### src/rtl/instr_cache_line_filler.sv
// Instruction-cache line refill engine: fetches one full line from memory,
// critical word first with wrap-around, and streams each word into the word block.
module instr_cache_line_filler #(
    parameter int ADDR_WIDTH = 3
) (
    input  logic                  clk_i,
    input  logic                  rst_i,
    input  logic                  miss_valid_i,
    input  logic [31:0]           miss_addr_i,
    output logic                  miss_ready_o,
    output logic                  mem_req_valid_o,
    output logic [31:0]           mem_req_addr_o,
    input  logic                  mem_req_ready_i,
    input  logic                  mem_rsp_valid_i,
    input  logic [31:0]           mem_rsp_data_i,
    output logic                  wr_en_o,
    output logic [ADDR_WIDTH-1:0] wr_addr_o,
    output logic [31:0]           wr_data_o,
    output logic                  crit_valid_o,
    output logic [31:0]           crit_data_o,
    output logic                  fill_done_o,
    output logic [31:0]           fill_base_o
);

    localparam int WORD_COUNT = 2 ** ADDR_WIDTH;
    localparam int CNT_WIDTH  = ADDR_WIDTH + 1;
    localparam logic [CNT_WIDTH-1:0] LAST_CNT = CNT_WIDTH'(WORD_COUNT - 1);
    localparam logic [31:0] OFFSET_MASK = 32'((64'd1 << (ADDR_WIDTH + 2)) - 64'd1);

    typedef enum logic [1:0] {IDLE, REQ, WAIT, DONE} state_e;

    state_e                state_q, state_d;
    logic [31:0]           base_q, base_d;
    logic [ADDR_WIDTH-1:0] idx_q, idx_d;
    logic [CNT_WIDTH-1:0]  cnt_q, cnt_d;
    logic                  rsp_fire;

    assign rsp_fire = (state_q == WAIT) && mem_rsp_valid_i;

    always_comb begin
        state_d = state_q;
        base_d  = base_q;
        idx_d   = idx_q;
        cnt_d   = cnt_q;
        case (state_q)
            IDLE: begin
                if (miss_valid_i) begin
                    base_d  = miss_addr_i & ~OFFSET_MASK;
                    idx_d   = miss_addr_i[ADDR_WIDTH+1:2];
                    cnt_d   = '0;
                    state_d = REQ;
                end
            end
            REQ: begin
                if (mem_req_ready_i) begin
                    state_d = WAIT;
                end
            end
            WAIT: begin
                // idx wraps naturally at WORD_COUNT, giving the critical-word-first order
                if (mem_rsp_valid_i) begin
                    idx_d   = idx_q + ADDR_WIDTH'(1);
                    cnt_d   = cnt_q + CNT_WIDTH'(1);
                    state_d = (cnt_q == LAST_CNT) ? DONE : REQ;
                end
            end
            DONE: begin
                state_d = IDLE;
            end
            default: begin
                state_d = IDLE;
            end
        endcase
    end

    always_ff @(posedge clk_i) begin
        if (rst_i) begin
            state_q <= IDLE;
            base_q  <= '0;
            idx_q   <= '0;
            cnt_q   <= '0;
        end else begin
            state_q <= state_d;
            base_q  <= base_d;
            idx_q   <= idx_d;
            cnt_q   <= cnt_d;
        end
    end

    assign miss_ready_o    = (state_q == IDLE);
    assign mem_req_valid_o = (state_q == REQ);
    assign mem_req_addr_o  = base_q | {{(32-ADDR_WIDTH-2){1'b0}}, idx_q, 2'b00};
    assign fill_done_o     = (state_q == DONE);
    assign fill_base_o     = base_q;

    // Write port and early-restart data are zeroed whenever no response is being taken
    assign wr_en_o      = rsp_fire;
    assign wr_addr_o    = rsp_fire ? idx_q : '0;
    assign wr_data_o    = rsp_fire ? mem_rsp_data_i : '0;
    assign crit_valid_o = rsp_fire && (cnt_q == '0);
    assign crit_data_o  = crit_valid_o ? mem_rsp_data_i : '0;

endmodule

### config.mk
export PLATFORM = sky130hd
export DESIGN_NAME = instr_cache_line_filler
export DESIGN_NICKNAME = d
export VERILOG_FILES = /design/src/rtl/instr_cache_line_filler.sv
export SDC_FILE = /design/constraint.sdc
export NUM_CORES = 1
export LEC_CHECK = 0
export CAP_MARGIN = 40
export CELL_PAD_IN_SITES_DETAIL_PLACEMENT = 2
export CELL_PAD_IN_SITES_GLOBAL_PLACEMENT = 2
export CORE_MARGIN = 2
export CORE_UTILIZATION = 14
export DETAILED_ROUTE_END_ITERATION = 8
export PLACE_DENSITY = 0.82
export SYNTH_ARGS = -nofsm -noshare
export SYNTH_HDL_FRONTEND = slang
export SYNTH_SLANG_ARGS = --single-unit
### constraint.sdc
create_clock -name clk_i -period 1.8 [get_ports clk_i]
set_input_delay 0.18 -clock clk_i [delete_from_list [all_inputs] [get_ports clk_i]]
set_output_delay 0.18 -clock clk_i [all_outputs]
set_load 0.01 [all_outputs]
# Yosys cells after proc, flatten, opt, wreduce, memory -nomap -nowiden
# Index checks and enable logic that the tools add are counted.
[totals]
reg_bits = 36
inputBits = 69
out_inout_bits = 136
[classes]
add_sub_neg = 2
eq_ne = 7
n_mux = 14
n_bitwise = 1
reduce_logical = 8
[op_table]
columns = ["cell", "count"]
rows = [
  ["two-way mux 32 bit", 2],
  ["bitwise OR 32 x 5 -> 32 bit", 1],
  ["two-way mux 3 bit", 3],
  ["two-way mux 2 bit", 4],
  ["two-way mux 4 bit", 2],
  ["one-hot mux 2 bit (4 select lines)", 1],
  ["one-hot mux 4 bit (2 select lines)", 1],
  ["one-hot mux 3 bit (2 select lines)", 1],
  ["AND reduction 3 bit", 2],
  ["adder 4 x 1 -> 4 bit (second input constant)", 1],
  ["== test 2 bit (second input constant)", 2],
  ["== test 4 x 3 -> 1 bit (second input constant)", 1],
  ["zero test 4 bit", 1],
  ["inequality test 2 bit (second input constant)", 2],
  ["adder 3 x 1 -> 3 bit (second input constant)", 1],
  ["== test 2 x 1 -> 1 bit (second input constant)", 1],
  ["logical AND 1 bit", 2],
  ["zero test 2 bit", 1],
  ["inequality test 2 x 1 -> 1 bit (second input constant)", 1],
  ["AND reduction 2 bit", 1],
  ["nonzero test 2 bit", 1],
]

# Depth between registers and ports, before layout
# Gate-level depths: netlist of run 1.
[depth]
word_depth = 4
mapped_depth = 6
mapped_depth_nobuf = 4

# Worst setup path after synthesis of run 1
# No wires, ideal clock.
[synth_timing]
kind = "register -> output"
start = "register cnt_q[0]"
end = "output crit_data_o[10]"
arrival_time_ps = 1331
path_slack_ps = 289
path_stages_with_launch = 6
path_cell_list = "dfxtp_1 inv_1 ha_1 nor3b_1 clkbuf_1 and3_1"
[synth_between]
elab_chain_cells = 3
[synth_rtl]
columns = ["item", "line", "rtl"]
rows = [
  ["start: declaration", "35", "logic [CNT_WIDTH-1:0] cnt_q, cnt_d;"],
  ["start signal: assignment", "86", "cnt_q <= cnt_d;"],
  ["zero test 4 bit", "100", "assign crit_valid_o = rsp_fire && (cnt_q == '0);"],
  ["logical AND 1 bit", "100", ""],
  ["two-way mux 32 bit", "101", "assign crit_data_o = crit_valid_o ? mem_rsp_data_i : '0;"],
  ["end: declaration", "20", "output logic [31:0] crit_data_o,"],
]
# Every way passes these cells.

# Final worst setup path of run 1
[layout_timing]
start = "register cnt_q[0]"
end = "output crit_data_o[22]"
# The elaborated chain is that of the path after synthesis.

==> results of run 1 <==
-- per-stage QoR --
stage	hold WS [ps]	instances	area, sq um	TNS [ps]
6_report	446.9	654	4312	0
5_1_grt	456.4	653	4309	-994.9
4_1_cts	440.1	653	4247	-214.3
3_5_place_dp	470.5	640	4177	-14960
3_3_place_gp	457.9	640	4177	-13060
2_1_floorplan	316.0	297	2183	0
-- power groups by stage --
stage | clock network [mW] | registers (mW) | logic [mW]
after floorplan | 0 | 0.924 | 0.259
after global placement | 0 | 0.910 | 0.652
after detailed placement | 0 | 0.916 | 0.666
after CTS | 1.11 | 0.898 | 0.662
after global routing | 1.14 | 0.904 | 0.710
final | 1.07 | 0.895 | 0.654
-- metal layers --
metal | share of wire | up-vias | global-route usage
li1 | - | 1260 | -
met1 | 0.39 | 1240 | 0.1302
met2 | 0.49 | 155 | 0.2272
met3 | 0.11 | 8 | 0.05551
met4 | 0.0093 | 0 | 0.02715
met5 | 0 | - | 0
-- worst reg2reg max path: stages, from the launching register on --
cell and delay [ps]:
dfxtp_1 320, buf_4 160, or3b_1 420, a21o_1 240, o32ai_2 230
-- kinds of logic (layout without fill, tap and decap cells) --
logic type,Yosys count,count (layout)
other,1,8
multiplexers,1,1
adder cells (fa/ha/maj),3,3
AND/OR/NAND/NOR,149,149
buffers and inverters,60,228
AO/OA/AOI/OAI,41,41
flip-flops,36,36
-- worst max-delay path by stage --
stage / start / endpoint / slack, ps / cells after the start
after global placement: mem_rsp_valid_i / crit_data_o[17] / -240 / 6
final: cnt_q[0] / crit_data_o[22] / 10 / 7
after floorplan: cnt_q[0] / crit_data_o[10] / 290 / 5
after CTS: cnt_q[0] / crit_data_o[10] / -100 / 8
after detailed placement: mem_rsp_valid_i / crit_data_o[24] / -260 / 6
after global routing: cnt_q[0] / crit_data_o[27] / -70 / 7
-- flip-flops by register name, summed over array words and instances, names as in the netlist --
register / flops
fill_base_o: 27
cnt_q: 4
idx_q: 3
state_q: 2
-- layout by cell type (no fill, tap or decap), types with 3 or more instances in the layout --
cell type        Yosys  layout
clkdlybuf4s15_1      0      18
buf_4               34      16
and2_1              37      37
nor2b_1              3       3
clkdlybuf4s50_1      0     125
dfxtp_1             36      35
nand3_1              4       4
nand2_1             57      57
dlygate4sd2_1        0      12
buf_6                1      10
clkbuf_2             0       7
buf_2                3      25
conb_1               1       7
nor2_1               4       4
clkbuf_16            0       5
a21oi_1             30      30
and3_4               0       5
and3_1              32      27
-- timing repair --
item / CTS / global route
cloned: 2 / 0
hold buffers: 0 / 0
gates resized for setup: 176 / 51
buffers inserted: 3 / 2
endpoints found under the setup margin: 70 / 44
pin swaps: 0 / 1
-- cell type report --
class	count	area [sq um]
multi-input combinational	201	1152
inverter	4	20.02
timing repair buffer	216	1997
clock buffer	7	152.6
antenna	1	2.502
sequential	36	721.9
tap	188	235.2
clock inverter	1	30.03
fill	1733	10830
==> metrics.csv, run 1 <==
metric;value;unit
clockRootBuffer;clkbuf_16;
report.final.hold_viol_count;0;
num-nets-final;536;
seq_power_share;0.342;
fin_ws;11.71;ps
switching_power;0.6614;mW
async_reset_ff_frac;0;
utilization;0.2847;
ys.flop_type;dfxtp_1;
hp-start;miss_addr_i[10];
power_frac_clock;0.408;
hold_depth;3;
skew;3.509;ps
place_ws;-257.4;ps
drc_errors;0;
p_leak;1.918;nW
power.internal;1.956;mW
drt-total-wl;10.56;mm
cts.sinks;36;
drtAntennaViolNets;0;
syn_inst;291;
synthAdderAreaFrac;0.01737;
worstReg2RegStart;state_q[0];
cts.htree.levels;2;
startpoint_type;flip-flop;
path_buf_inv;4;
synth_area;2161;sq um
synth_top_family_by_area;simple AND/OR/NAND/NOR gates;
avgSynthCellArea;7.426;sq um
synthTopCellsByCount;nand2_1, and2_1, dfxtp_1;
die_area;16440;sq um
cts_tree;done;
setup_viol_count_final;0;
cp-end-kind;primary output;
synth_area_leader_cell;dfxtp_1;
core;15150;sq um
synthTopCellsByArea;dfxtp_1, buf_4, and2_1, nand2_1, and3_1;
hp-class;primary input to flip-flop;
slowest_delay;320;ps
drt-pass1-iter-count;4;
switching_share;0.2527;
cts_max_path_buffers;2;
ys_ff_latch;36;
ys.warnings.count;0;
fp.dieH;128.2;um
grt_pass1_vias;2910;
synth-edff-count;0;
vdd_drop_max;248.2;uV
synth_most_common_cell;nand2_1;
std_cell_rows;45;
status;completed;
antenna_found_initial;1;
area_growth_syn_to_layout;99.54;%
die_x;128.2;um
clock_latency;280;ps
viasPerCell;4.072;
start_util;0.1427;
synth.distinct_cells;36;
place.gp.congestion;0.7497;
r2r_cells;4;
rsz0062_at_grt;yes;
synth_top_area_frac;0.3335;
pin_count;205;
hold_end;fill_base_o[10];
layout-drive-gt1-share;0.1785;
grt_pass1_wl;15.81;mm
grt.total_usage;0.1240;
worstPathArrival;1610;ps
synthXorXnorAreaFrac;0;
wl_per_cell;16.14;um
cp_cell_sequence;inv_2 -> ha_4 -> nor3b_4 -> buf_6 -> buf_12 -> and3_4 -> buf_6;
cp_max_fo;8;
fin_crit_sh;0.9935;
max_clock_freq;0.5592;GHz
grt_remaining_overflow;0;
regToRegEndpoint;idx_q[0];
yosysSeqAreaShare;0.3335;
period_needed;1788;ps
synth.area.mux_share;0.004632;
cp.required;1620;ps
slew_violations;0;
cellPowerDensity;607.0;nW/um^2
drt_iter0_markers;53;
port-buffer-count;195;
cts_made_buffers;5;
path_common_cell;buf_6;
reg2reg_slack;340;ps
path_class;flip-flop to primary output;
grt_max_degree;36;
max_cap_viol_count;0;
dr_total_vias;2663;
synthSimpleGateAreaFrac;0.3660;
combPwrFrac;0.250;
cts.clk_slew.worst_paths;60;ps
finalPower;2.617;mW
crit_family;buffers and inverters;
synth_compound_area_frac;0.1083;
slowest_stage;dfxtp_2;
dp_hpwl;8.215;mm
Note: power is estimated with default switching activity, not from simulation.
==> run 2, diff against run 1 <==
--- a/config.mk
+++ b/config.mk
@@ -8,8 +8,9 @@
 export CAP_MARGIN = 40
 export CELL_PAD_IN_SITES_DETAIL_PLACEMENT = 2
 export CELL_PAD_IN_SITES_GLOBAL_PLACEMENT = 2
-export CORE_MARGIN = 2
+export CORE_MARGIN = 10
 export CORE_UTILIZATION = 14
+export CTS_CLUSTER_DIAMETER = 120
 export DETAILED_ROUTE_END_ITERATION = 8
 export PLACE_DENSITY = 0.82
 export SYNTH_ARGS = -nofsm -noshare
==> metrics.csv, run 2 (synthesized netlist as in run 1, its figures left out) <==
metric;value;unit
fp.dieH;144.2;um
hp-class;primary input to flip-flop;
max_clock_freq;0.5789;GHz
skew;3.073;ps
pin_count;205;
worstReg2RegStart;state_q[1];
max_cap_viol_count;0;
finalPower;2.442;mW
final_common_cell;clkdlybuf4s50_1;
path_buf_inv;2;
startpoint_type;flip-flop;
cts_max_path_buffers;2;
rsz0062_at_grt;yes;
cts.clk_slew.worst_paths;60;ps
wl_per_cell;18.57;um
hold_ws;416.8;ps
period_needed;1727;ps
drt-total-wl;12.11;mm
hp-start;mem_rsp_valid_i;
grtUsageMet2;0.1857;
antenna_found_initial;1;
mostFrequentLayoutCells;clkdlybuf4s50_1, nand2_1, and2_1;
viasPerCell;4.104;
die_x;144.2;um
place_area;4189;sq um
largest_reg_flops;27;
cp_max_fo;9;
top_usage_layer;met2;
cp.required;1620;ps
cts.sinks;36;
grt_remaining_overflow;0;
clockRootBuffer;clkbuf_16;
cts_hold_buffers;0;
core;15150;sq um
drt-pass1-iter-count;3;
cp-end-kind;primary output;
p_leak;1.955;nW
num-nets-final;534;
report.final.hold_viol_count;0;
path_class;flip-flop to primary output;
finalNonFillerCells;652;
switching_power;0.6563;mW
place_ws;-291.7;ps
vdd_drop_max;333.1;uV
status;completed;
slew_violations;0;
drt_iter0_markers;42;
die_area;20800;sq um
start_util;0.1427;
fillCellCount;1698;
combPwrFrac;0.275;
power_frac_clock;0.359;
grt_pass1_wl;18.12;mm
grt_pass1_vias;3105;
grt_max_degree;36;
cts_made_buffers;5;
cts_tree;done;
layout-drive-gt1-share;0.1922;
dr_total_vias;2676;
crit_family;buffers and inverters;
cp_cell_sequence;buf_4 -> and2_1 -> clkdlybuf4s50_1;
power.internal;1.786;mW
std_cell_rows;45;
slowest_delay;560;ps
cts.htree.levels;2;
met3_usage;0.08691;
placed_cells;640;
place.gp.congestion;0.7206;
fin_ws;72.61;ps
critical_path.startpoint;state_q[1];
fin_crit_sh;0.9597;
slowest_stage;clkdlybuf4s50_1;
setup_viol_count_final;0;
cellPowerDensity;559.9;nW/um^2
drc_errors;0;
port-buffer-count;195;
switching_share;0.2687;
design_area;4362;sq um
grtUsageMet1;0.1076;
dp_hpwl;9.722;mm
drtAntennaViolNets;0;
grt.total_usage;0.1119;
area_growth_syn_to_layout;101.9;%
worstPathArrival;1550;ps
seq_power_share;0.366;
clock_latency;280;ps
## run 2: worst paths after layout
check	end	slack, ps	cells after the start
max	fill_done_o	70	3
min	cnt_q[0]	420	4
min reg2reg	fill_base_o[23]	470	2
max reg2reg	idx_q[0]	250	5
## run 2: final cells by class
cell class                 instances  area (sq um)  share of cell area
clock buffer                       7         142.6             0.03270
sequential                        36         721.9              0.1655
clock inverter                     1         7.507            0.001721
tap                              188         235.2             0.05393
timing repair buffer             214          2081              0.4771
inverter                           4         20.02            0.004590
antenna                            1         2.502           0.0005737
multi-input combinational        201          1151              0.2639
## run 2: repair_timing
action / in CTS / in global routing
buffers inserted: 2 / 0
gates resized for setup: 214 / 26
cloned: 3 / 0
setup endpoints to repair: 70 / 51
## run 2: tightest hold or removal path: stages
cell	delay, ps
dlymetal6s2s_1	160
buf_4	150
nand3_1	80
a31oi_1	80
## run 2: through the flow
stage	TNS, ps	util
2_1_floorplan	0	-
3_3_place_gp	-15050	0.2766
3_5_place_dp	-16570	0.2766
4_1_cts	-20.73	0.2855
5_1_grt	-776.5	0.2878
6_report	0	0.2880
## run 2: routing by layer
metal  wire length [um]  part of all wire
met1               4398              0.36
met2               5411              0.45
met3               2197              0.18
met4                 99            0.0082
met5                  0                 0
## run 2: power groups by stage
stage	clock, mW	combinational, mW	sequential (mW)
2_1_floorplan	0	0.259	0.924
3_3_place_gp	0	0.665	0.905
3_5_place_dp	0	0.682	0.911
4_1_cts	0.918	0.689	0.895
5_1_grt	0.957	0.730	0.902
6_report	0.877	0.672	0.893
